### src/rtl/wt_sched_pkg.sv
// Shared types and default constants for the weight-buffer scheduler.
//   buf_state_e : per-buffer lifecycle state (FREE, FILL, READY, DRAIN)
//   *_D         : default parameter values for weight_buf_sched
//   wt_beat_t   : one weight beat at the default width
package wt_sched_pkg;

  localparam int DATA_WIDTH_D   = 24;
  localparam int DEPTH_D        = 4096;
  localparam int TILE_ENTRIES_D = 8;

  typedef enum logic [1:0] {
    FREE  = 2'd0,
    FILL  = 2'd1,
    READY = 2'd2,
    DRAIN = 2'd3
  } buf_state_e;

  typedef logic [DATA_WIDTH_D-1:0] wt_beat_t;

endpackage

### src/rtl/weight_buf_sched_rr_arb2.sv
// Two-requester round-robin arbiter for the shared FIFO buffer-select line.
// Ports:
//   clk, rst_n             clock, async active-low reset
//   req_fill, req_drain    requests from the fill and drain streams
//   gnt_fill, gnt_drain    one-hot (or zero) grants, combinational
// Only contested cycles move the priority; the loser of a contested cycle
// wins the next one. Drain is favoured out of reset.
module rr_arb2 (
  input  logic clk,
  input  logic rst_n,
  input  logic req_fill,
  input  logic req_drain,
  output logic gnt_fill,
  output logic gnt_drain
);

  logic favor_fill_q;

  assign gnt_fill  = req_fill  && (!req_drain || favor_fill_q);
  assign gnt_drain = req_drain && (!req_fill  || !favor_fill_q);

  always_ff @(posedge clk or negedge rst_n) begin
    if (!rst_n) begin
      favor_fill_q <= 1'b0;
    end else if (req_fill && req_drain) begin
      favor_fill_q <= ~favor_fill_q;
    end
  end

endmodule

### src/rtl/weight_buf_sched.sv
// Double-buffered weight FIFO scheduler. Accepts tile-load commands, steers
// DMA beats into a free buffer, and drains the oldest filled buffer to the
// systolic array, arbitrating the single FIFO buffer-select line per cycle.
// Ports:
//   cmd_*         load-command handshake, tile count, reject pulse
//   dma_*         DMA beat stream in (dma_ready = fill grant)
//   arr_rd_*      array read request/grant and 1-cycle-latency read data
//   fifo_*        weight FIFO control (this block is the sole driver)
//   perf_*        stall counters, present only when WT_SCHED_PERF_EN is defined
//
// Buffer state | meaning
// FREE         | empty, can take a new command
// FILL         | receiving DMA beats until cnt == tgt
// READY        | fully written, waiting to be drained
// DRAIN        | at least one beat read out, until cnt == tgt
module weight_buf_sched
  import wt_sched_pkg::*;
#(
  parameter int DATA_WIDTH   = DATA_WIDTH_D,
  parameter int DEPTH        = DEPTH_D,
  parameter int TILE_ENTRIES = TILE_ENTRIES_D,
  parameter int CNT_W        = 13
) (
  input  logic                  clk,
  input  logic                  rst_n,
  input  logic                  cmd_valid,
  output logic                  cmd_ready,
  input  logic [7:0]            cmd_num_tiles,
  output logic                  cmd_err,
  input  logic                  dma_valid,
  output logic                  dma_ready,
  input  logic [DATA_WIDTH-1:0] dma_data,
  input  logic                  arr_rd_req,
  output logic                  arr_rd_gnt,
  output logic                  arr_rd_valid,
  output logic [DATA_WIDTH-1:0] arr_rd_data,
  output logic                  arr_rd_last,
  output logic                  fifo_wt_buf_sel,
  output logic [7:0]            fifo_wt_num_tiles,
  output logic                  fifo_wr_en,
  output logic [DATA_WIDTH-1:0] fifo_wr_data,
  input  logic                  fifo_wr_full,
  output logic                  fifo_rd_en,
  input  logic [DATA_WIDTH-1:0] fifo_rd_data,
  input  logic                  fifo_rd_empty
`ifdef WT_SCHED_PERF_EN
  ,
  output logic [31:0]           perf_fill_stall,
  output logic [31:0]           perf_drain_stall
`endif
);

  localparam logic [CNT_W-1:0] DEPTH_C = CNT_W'(DEPTH);

  buf_state_e       state_q [2];
  buf_state_e       state_d [2];
  logic [CNT_W-1:0] cnt_q   [2];
  logic [CNT_W-1:0] cnt_d   [2];
  logic [CNT_W-1:0] tgt_q   [2];
  logic [CNT_W-1:0] tgt_d   [2];
  logic             oldest_q, oldest_d;
  logic             sel_q;

  logic [1:0]       is_free, is_fill;
  logic             fill_active, fill_idx, free_idx;
  logic             cmd_fire, cmd_bad, cmd_ok;
  logic [CNT_W-1:0] n_tgt;
  logic             drain_cand;
  logic             fill_req, drain_req, fill_gnt, drain_gnt;
  logic [CNT_W-1:0] fill_cnt_nxt, drain_cnt_nxt;
  logic             fill_done, drain_done;

  always_comb begin
    is_free = '0;
    is_fill = '0;
    for (int b = 0; b < 2; b++) begin
      is_free[b] = (state_q[b] == FREE);
      is_fill[b] = (state_q[b] == FILL);
    end
  end

  // At most one buffer is ever in FILL because commands wait for it to finish.
  assign fill_active = |is_fill;
  assign fill_idx    = is_fill[1];
  assign free_idx    = ~is_free[0];

  assign cmd_ready = (|is_free) && !fill_active;
  assign cmd_fire  = cmd_valid && cmd_ready;
  assign n_tgt     = CNT_W'(cmd_num_tiles) * CNT_W'(TILE_ENTRIES);
  assign cmd_bad   = (n_tgt == '0) || (n_tgt > DEPTH_C);
  assign cmd_ok    = cmd_fire && !cmd_bad;

  assign drain_cand = (state_q[oldest_q] == READY) || (state_q[oldest_q] == DRAIN);
  assign fill_req   = fill_active && dma_valid;
  assign drain_req  = drain_cand && arr_rd_req;

  rr_arb2 u_arb (
    .clk       (clk),
    .rst_n     (rst_n),
    .req_fill  (fill_req),
    .req_drain (drain_req),
    .gnt_fill  (fill_gnt),
    .gnt_drain (drain_gnt)
  );

  assign fill_cnt_nxt  = cnt_q[fill_idx] + 1'b1;
  assign fill_done     = (fill_cnt_nxt == tgt_q[fill_idx]);
  assign drain_cnt_nxt = cnt_q[oldest_q] + 1'b1;
  assign drain_done    = (drain_cnt_nxt == tgt_q[oldest_q]);

  assign dma_ready       = fill_gnt;
  assign fifo_wr_en      = fill_gnt;
  assign fifo_wr_data    = dma_data;
  assign arr_rd_gnt      = drain_gnt;
  assign fifo_rd_en      = drain_gnt;
  assign fifo_wt_buf_sel = fill_gnt ? fill_idx : (drain_gnt ? oldest_q : sel_q);
  assign arr_rd_data     = arr_rd_valid ? fifo_rd_data : '0;

  always_comb begin
    state_d  = state_q;
    cnt_d    = cnt_q;
    tgt_d    = tgt_q;
    oldest_d = oldest_q;

    if (cmd_ok) begin
      state_d[free_idx] = FILL;
      tgt_d[free_idx]   = n_tgt;
      cnt_d[free_idx]   = '0;
      // With nothing in flight the oldest pointer may point at either buffer;
      // re-anchor it so the first buffer filled is the first one drained.
      if (&is_free) oldest_d = free_idx;
    end

    if (fill_gnt) begin
      if (fill_done) begin
        state_d[fill_idx] = READY;
        cnt_d[fill_idx]   = '0;
      end else begin
        cnt_d[fill_idx]   = fill_cnt_nxt;
      end
    end

    if (drain_gnt) begin
      if (drain_done) begin
        state_d[oldest_q] = FREE;
        cnt_d[oldest_q]   = '0;
        oldest_d          = ~oldest_q;
      end else begin
        state_d[oldest_q] = DRAIN;
        cnt_d[oldest_q]   = drain_cnt_nxt;
      end
    end
  end

  always_ff @(posedge clk or negedge rst_n) begin
    if (!rst_n) begin
      for (int b = 0; b < 2; b++) begin
        state_q[b] <= FREE;
        cnt_q[b]   <= '0;
        tgt_q[b]   <= '0;
      end
      oldest_q          <= 1'b0;
      sel_q             <= 1'b0;
      cmd_err           <= 1'b0;
      fifo_wt_num_tiles <= '0;
      arr_rd_valid      <= 1'b0;
      arr_rd_last       <= 1'b0;
    end else begin
      state_q      <= state_d;
      cnt_q        <= cnt_d;
      tgt_q        <= tgt_d;
      oldest_q     <= oldest_d;
      sel_q        <= fifo_wt_buf_sel;
      cmd_err      <= cmd_fire && cmd_bad;
      arr_rd_valid <= drain_gnt;
      arr_rd_last  <= drain_gnt && drain_done;
      if (cmd_ok) fifo_wt_num_tiles <= cmd_num_tiles;
    end
  end

`ifdef WT_SCHED_PERF_EN
  always_ff @(posedge clk or negedge rst_n) begin
    if (!rst_n) begin
      perf_fill_stall  <= '0;
      perf_drain_stall <= '0;
    end else begin
      if (((fill_req && !fill_gnt) || (dma_valid && !fill_active)) && (perf_fill_stall != '1))
        perf_fill_stall <= perf_fill_stall + 1'b1;
      if (arr_rd_req && !drain_gnt && (perf_drain_stall != '1))
        perf_drain_stall <= perf_drain_stall + 1'b1;
    end
  end
`endif

  // Occupancy is tracked by the counters; the FIFO flags only cross-check it.
  a_no_wr_full: assert property (@(posedge clk) disable iff (!rst_n)
    !(fifo_wr_en && fifo_wr_full));
  a_no_rd_empty: assert property (@(posedge clk) disable iff (!rst_n)
    !(fifo_rd_en && fifo_rd_empty));

endmodule

### config.mk
export PLATFORM = sky130hd
export DESIGN_NAME = weight_buf_sched
export DESIGN_NICKNAME = d
export VERILOG_FILES = /design/src/rtl/wt_sched_pkg.sv /design/src/rtl/weight_buf_sched_rr_arb2.sv /design/src/rtl/weight_buf_sched.sv
export SDC_FILE = /design/constraint.sdc
export NUM_CORES = 1
export LEC_CHECK = 0
export BUFFER_PORTS_ARGS = -buffer_cell sky130_fd_sc_hd__buf_2
export CAP_MARGIN = 5
export CORE_ASPECT_RATIO = 1.75
export CORE_MARGIN = 2
export CORE_UTILIZATION = 35
export DETAILED_ROUTE_END_ITERATION = 12
export PLACE_DENSITY_LB_ADDON = 0.15
export SYNTH_ARGS = -nofsm -noshare
export SYNTH_HDL_FRONTEND = slang
export SYNTH_SLANG_ARGS = --single-unit
export TNS_END_PERCENT = 5
### constraint.sdc
create_clock -name clk -period 5.7 [get_ports clk]
set_clock_uncertainty 0.05 [all_clocks]
set_input_delay 0.855 -clock clk [delete_from_list [all_inputs] [get_ports clk]]
set_output_delay 0.855 -clock clk [all_outputs]
set_load 0.05 [all_outputs]
Word-level counts from Yosys, hierarchy flattened
Index checks and enable logic that the tools add are counted.
- register bits after elaboration: 70
- input bits: 63
- output and inout bits: 65
- word-level logic and storage cells: 124
- $add $sub $neg: 2
- magnitude comparators: 7
- equality and inequality tests: 6
- mux-type cells: 47
- bitwise gates (word level): 21
- reduce and logical (&&, ||, !) cells: 28
- operators with widths (operator ; count):
    2-to-1 mux 13 bit ; 15
    2-to-1 mux 26 bit ; 5
    AND 26 bit ; 3
    bitwise mux 26 bit ; 3
    NOT 26 bit ; 3
    demux 13 bit (select 1 bit) ; 3
    adder 13 x 1 -> 13 bit, second input constant ; 2
    equality test 13 bit ; 2
    2-to-1 mux 24 bit ; 1
    2-to-1 mux 4 bit ; 5
    greater-than comparator 11 x 13 -> 1 bit, second input constant ; 1
    logical AND 1 bit ; 13
    logical NOT 13 bit ; 1
    2-to-1 mux 2 bit ; 6
    demux 2 bit (select 1 bit) ; 3
    >= comparator 2 bit, second input constant ; 3
    < comparator 2 x 1 -> 1 bit, second input constant ; 3
    2-to-1 mux 1 bit ; 6
    NOT 1 -> 2 bit ; 3
    logical NOT 1 bit ; 5
    AND 2 bit ; 2
    AND 4 bit ; 1
    equality test 2 x 1 -> 1 bit, second input constant ; 2
    equality test 2 bit, second input constant ; 2
    other kinds (9) ; 18

Longest topological paths before layout
- word-level depth: 16
- depth in mapped cells: 16
- gate-level depth less buffers: 13

Modules after synthesis
A second synthesis with hierarchy kept.
- cell total of the unflattened synthesis: 495
- area total of the unflattened synthesis: 4399.2 sq um
- by module, submodules not included (module ; times used ; cells an instance ; area each (sq um) ; sequential area each (sq um)):
    weight_buf_sched ; 1 ; 489 ; 4342.9 ; 1476.4
    rr_arb2 ; 1 ; 6 ; 56.3 ; 25.0

Worst setup path after synthesis
Ideal clock, no wire load.
- path type: register to register
- start: register oldest_q
- end: register cnt_q[3] (netlist name)
- library setup time: 0.124 ns
- arrival: 4.490 ns
- data required time: 5.526 ns
- path slack: 1.037 ns
- cell stages (with the launch flop): 17
- path buffers: 5
- clock period less this slack: 4.663 ns
- cell sequence: dfrtp_1 > buf_2 > buf_1 > buf_1 > clkbuf_1 > mux2_2 > ha_1 > inv_1 > a211oi_2 > xnor3_1 > o21bai_1 > or4_1 > or4_1 > clkbuf_1 > nand2_1 > o21ai_0 > o21bai_1
- RTL lines (element ; RTL line ; RTL):
    start: declaration ; weight_buf_sched.sv:61 ; logic oldest_q, oldest_d;
    start signal: assignment ; weight_buf_sched.sv:172 ; oldest_q <= oldest_d;
    end signal: assignment ; weight_buf_sched.sv:170 ; cnt_q <= cnt_d;
    end: declaration ; weight_buf_sched.sv:57 ; logic [CNT_W-1:0] cnt_q [2];

==> impl_metrics.toml <==
[cts]
ctsHtreeMaxLevel = 3
cts_resized = 0
cts.clk_slew.worst_paths_ns = 0.06
cts_made_buffers = 9
hold_buffers = 0
cts_setup_buffers = 0
clock_sinks = 60
clock-root-buffer = "clkbuf_16"
worstSkewPairLatency_ns = 0.34
cts_tree = "built"
clock_path_buffers = 2

[logic_synthesis]
synth_seq_area_share_pct = 33.0
syn-instance-count = 513
synth_top_area_cell = "dfrtp_1"
syn_area_mm2 = 0.00455
synthFlopType = "dfrtp_1"
syn_nets = 578
synth_seq_cells = 60
yosysTopAreaCellShare_pct = 33.0
syn_area_per_cell_um2 = 8.87
ys_top_cells_by_area = "dfrtp_1, mux2_2, mux2i_1"
yosysUniqueCellTypes = 61
async_flop_share_pct = 100
ys_warn_count = 0
synth_edf_count = 0

[grt]
grt_pass1_vias = 4212
grt_remaining_overflow = 0
track_usage_pct = 22.1
grt_max_degree = 61
antenna_found_initial = 0
grt_pass1_wl_mm = 23.6

[critical_path]
cpMaxStageDelayCell = "or4_1"
start_kind = "flip-flop"
worst_r2r_path_depth = 10
crit_path_max_fanout = 23
cp.required_ns = 5.87
regToRegEndpoint = "cnt_q[3]"
worstReg2RegStart = "oldest_q"
path_cells = "buf_4 > nand4b_1 > a211oi_2 > xnor3_1 > o21bai_1 > or4_1 > or4_1 > nand2_1 > o21ai_0 > o21bai_1"
cp_slowest_stage_delay_ns = 0.71
endpoint_kind = "flip-flop"
rrSetupSlack_ns = 0.92
critPathArrivalTime_ns = 4.95
crit_type = "flip-flop to flip-flop"

[sta]
fin_crit_sh_pct = 83.8
tns_ns = 0
slew_headroom_pct = 29.9
finalCriticalPeriod_ns = 4.78
tightest_slew_ns = 1.05
setup_viol = 0
fmax_mhz = 209
slew_viol_final = 0
hold_violations = 0
rsz0062_at_grt = "false"

[cells_and_area]
seq_area_mm2 = 0.00150
antenna_cells = 0
drive_gt1_share_pct = 24.8
multi_input_area_mm2 = 0.00268
fin_util_pct = 40.4
fillCellCount = 1333
design_area_mm2 = 0.00516
area_delta_synth_final_pct = 13.5
nNetsFinal = 621

[detailed_routing]
routedWlPerCell_um = 20.8
drc = 0
drt_iter0_drc = 313
first_pass_iters = 5
ant_nets = 0
routed-via-count = 4180
drt_wl_total_mm = 15.2
via_per_inst = 5.72

[power_and_ir_drop]
p_sw_share_pct = 44.3
seqPwrFrac_pct = 31.0
peakVddDrop_v = 0.000264
p_clk_share_pct = 22.9
p_int_mw = 1.27
total_power_mw = 2.27
p_switching_mw = 1.01
p_leak_nw = 2.27
p_comb_share_pct = 46.1
p_per_area_mw_per_mm2 = 440

[hold_path]
hold_end = "u_arb.favor_fill_q"
holdPathStages = 1
hold_start = "u_arb.favor_fill_q"
hold_class = "flip-flop to flip-flop"

[floorplanning]
coreArea_mm2 = 0.0128
dieWidth_um = 90.2
initial_core_util_pct = 35.6
ios = 128
fp.dieH_um = 155
placement_rows = 55
die-area_mm2 = 0.0140

[placement]
port_buffers = 77
gp_congestion = 0.951
hpwl_mm = 11.2
placed_area_mm2 = 0.00489

[run_status]
status = "finished clean"

[flow_run]
maxCapViolations = 0
[state kept, by name, summed over array words and instances, names as in the netlist]
signal	cells
sel_q	1
arr_rd_last	1
u_arb.favor_fill_q	1
cnt_q	26
fifo_wt_num_tiles	8
oldest_q	1
state_q	4
tgt_q	16
arr_rd_valid	1
cmd_err	1
[worst max-delay path: cells and delay by family, from the launching register on]
family                 cells  cell delay (ns)
AO/OA/AOI/OAI              4             1.06
XOR/XNOR                   1             0.49
buffers and inverters      1             0.40
flip-flops                 1             0.67
AND/OR/NAND/NOR            4             1.99
[layout make-up]
type / instances / share of cell area, %
multi-input combinational: 386 / 51.8
sequential: 60 / 29.1
timing repair buffer: 84 / 8.48
clock buffer: 11 / 4.89
tap: 171 / 4.14
inverter: 15 / 1.09
clock inverter: 4 / 0.484
[power by group through the flow]
stage,combinational (mW),clock (mW),sequential (mW)
2_1_floorplan,0.739,0,0.749
3_3_place_gp,1.03,0,0.702
3_5_place_dp,1.04,0,0.706
4_1_cts,1.04,0.524,0.702
5_1_grt,1.12,0.549,0.725
6_report,1.05,0.521,0.705
[stage by stage]
step	hold WS, ns	std cells	setup slack [ns]
after floorplan	0.408	513	1.04
after global placement	0.426	716	1.02
after detailed placement	0.431	716	1.01
after CTS	0.445	731	1.00
after global routing	0.473	731	0.785
final	0.441	731	0.922
[worst max-delay path by stage]
stage	from	slack, ns	endpoint	depth (start not counted)
6_report	oldest_q	0.92	cnt_q[3]	10
5_1_grt	oldest_q	0.78	cnt_q[3]	10
4_1_cts	oldest_q	1.00	cnt_q[3]	10
3_5_place_dp	oldest_q	1.01	cnt_q[3]	10
3_3_place_gp	oldest_q	1.02	cnt_q[3]	10
2_1_floorplan	oldest_q	1.04	cnt_q[3]	16
[Yosys cell counts (16+ instances only)]
cell type   n
dfrtp_1    60
nand2_1    50
nor2_1     33
mux2_2     29
and2_1     28
buf_4      27
mux2i_1    27
xnor2_1    22
o21ai_0    18
nand3_1    17
a21oi_1    16
xor2_1     16
[metal layers]
metal	vias up	wire (um)	GRT usage, %
met5	-	0	0
met3	57	920	3.51
met2	202	7880	40.6
met4	0	868	13.5
li1	1895	-	-
met1	2026	5500	23.5
[cells by family (layout without fill, tap and decap cells)]
family                   Yosys count  in the layout  share of synthesized area, %
AO/OA/AOI/OAI                    103            103                          15.2
flip-flops                        60             60                          33.0
buffers and inverters             67            114                          8.22
multiplexers                      58             58                          13.8
XOR/XNOR                          39             39                          7.81
AND/OR/NAND/NOR                  184            184                          21.4
adder cells (fa/ha/maj)            2              2                         0.550
[layout by cell type, fill, tap and decap left out, types with 11 or more instances in the layout]
cell,netlist,routed
o21ai_0,18,18
nand3_1,17,17
nand2_1,50,50
xor2_1,16,16
buf_2,4,77
a21oi_1,16,16
mux2_2,29,29
dfrtp_1,60,60
mux2i_1,27,27
nor2_1,33,33
inv_1,15,15
a31oi_1,11,11
xnor2_1,22,22
and2_1,28,28
o22ai_1,11,11
Note: power is estimated with default switching activity, not from simulation.
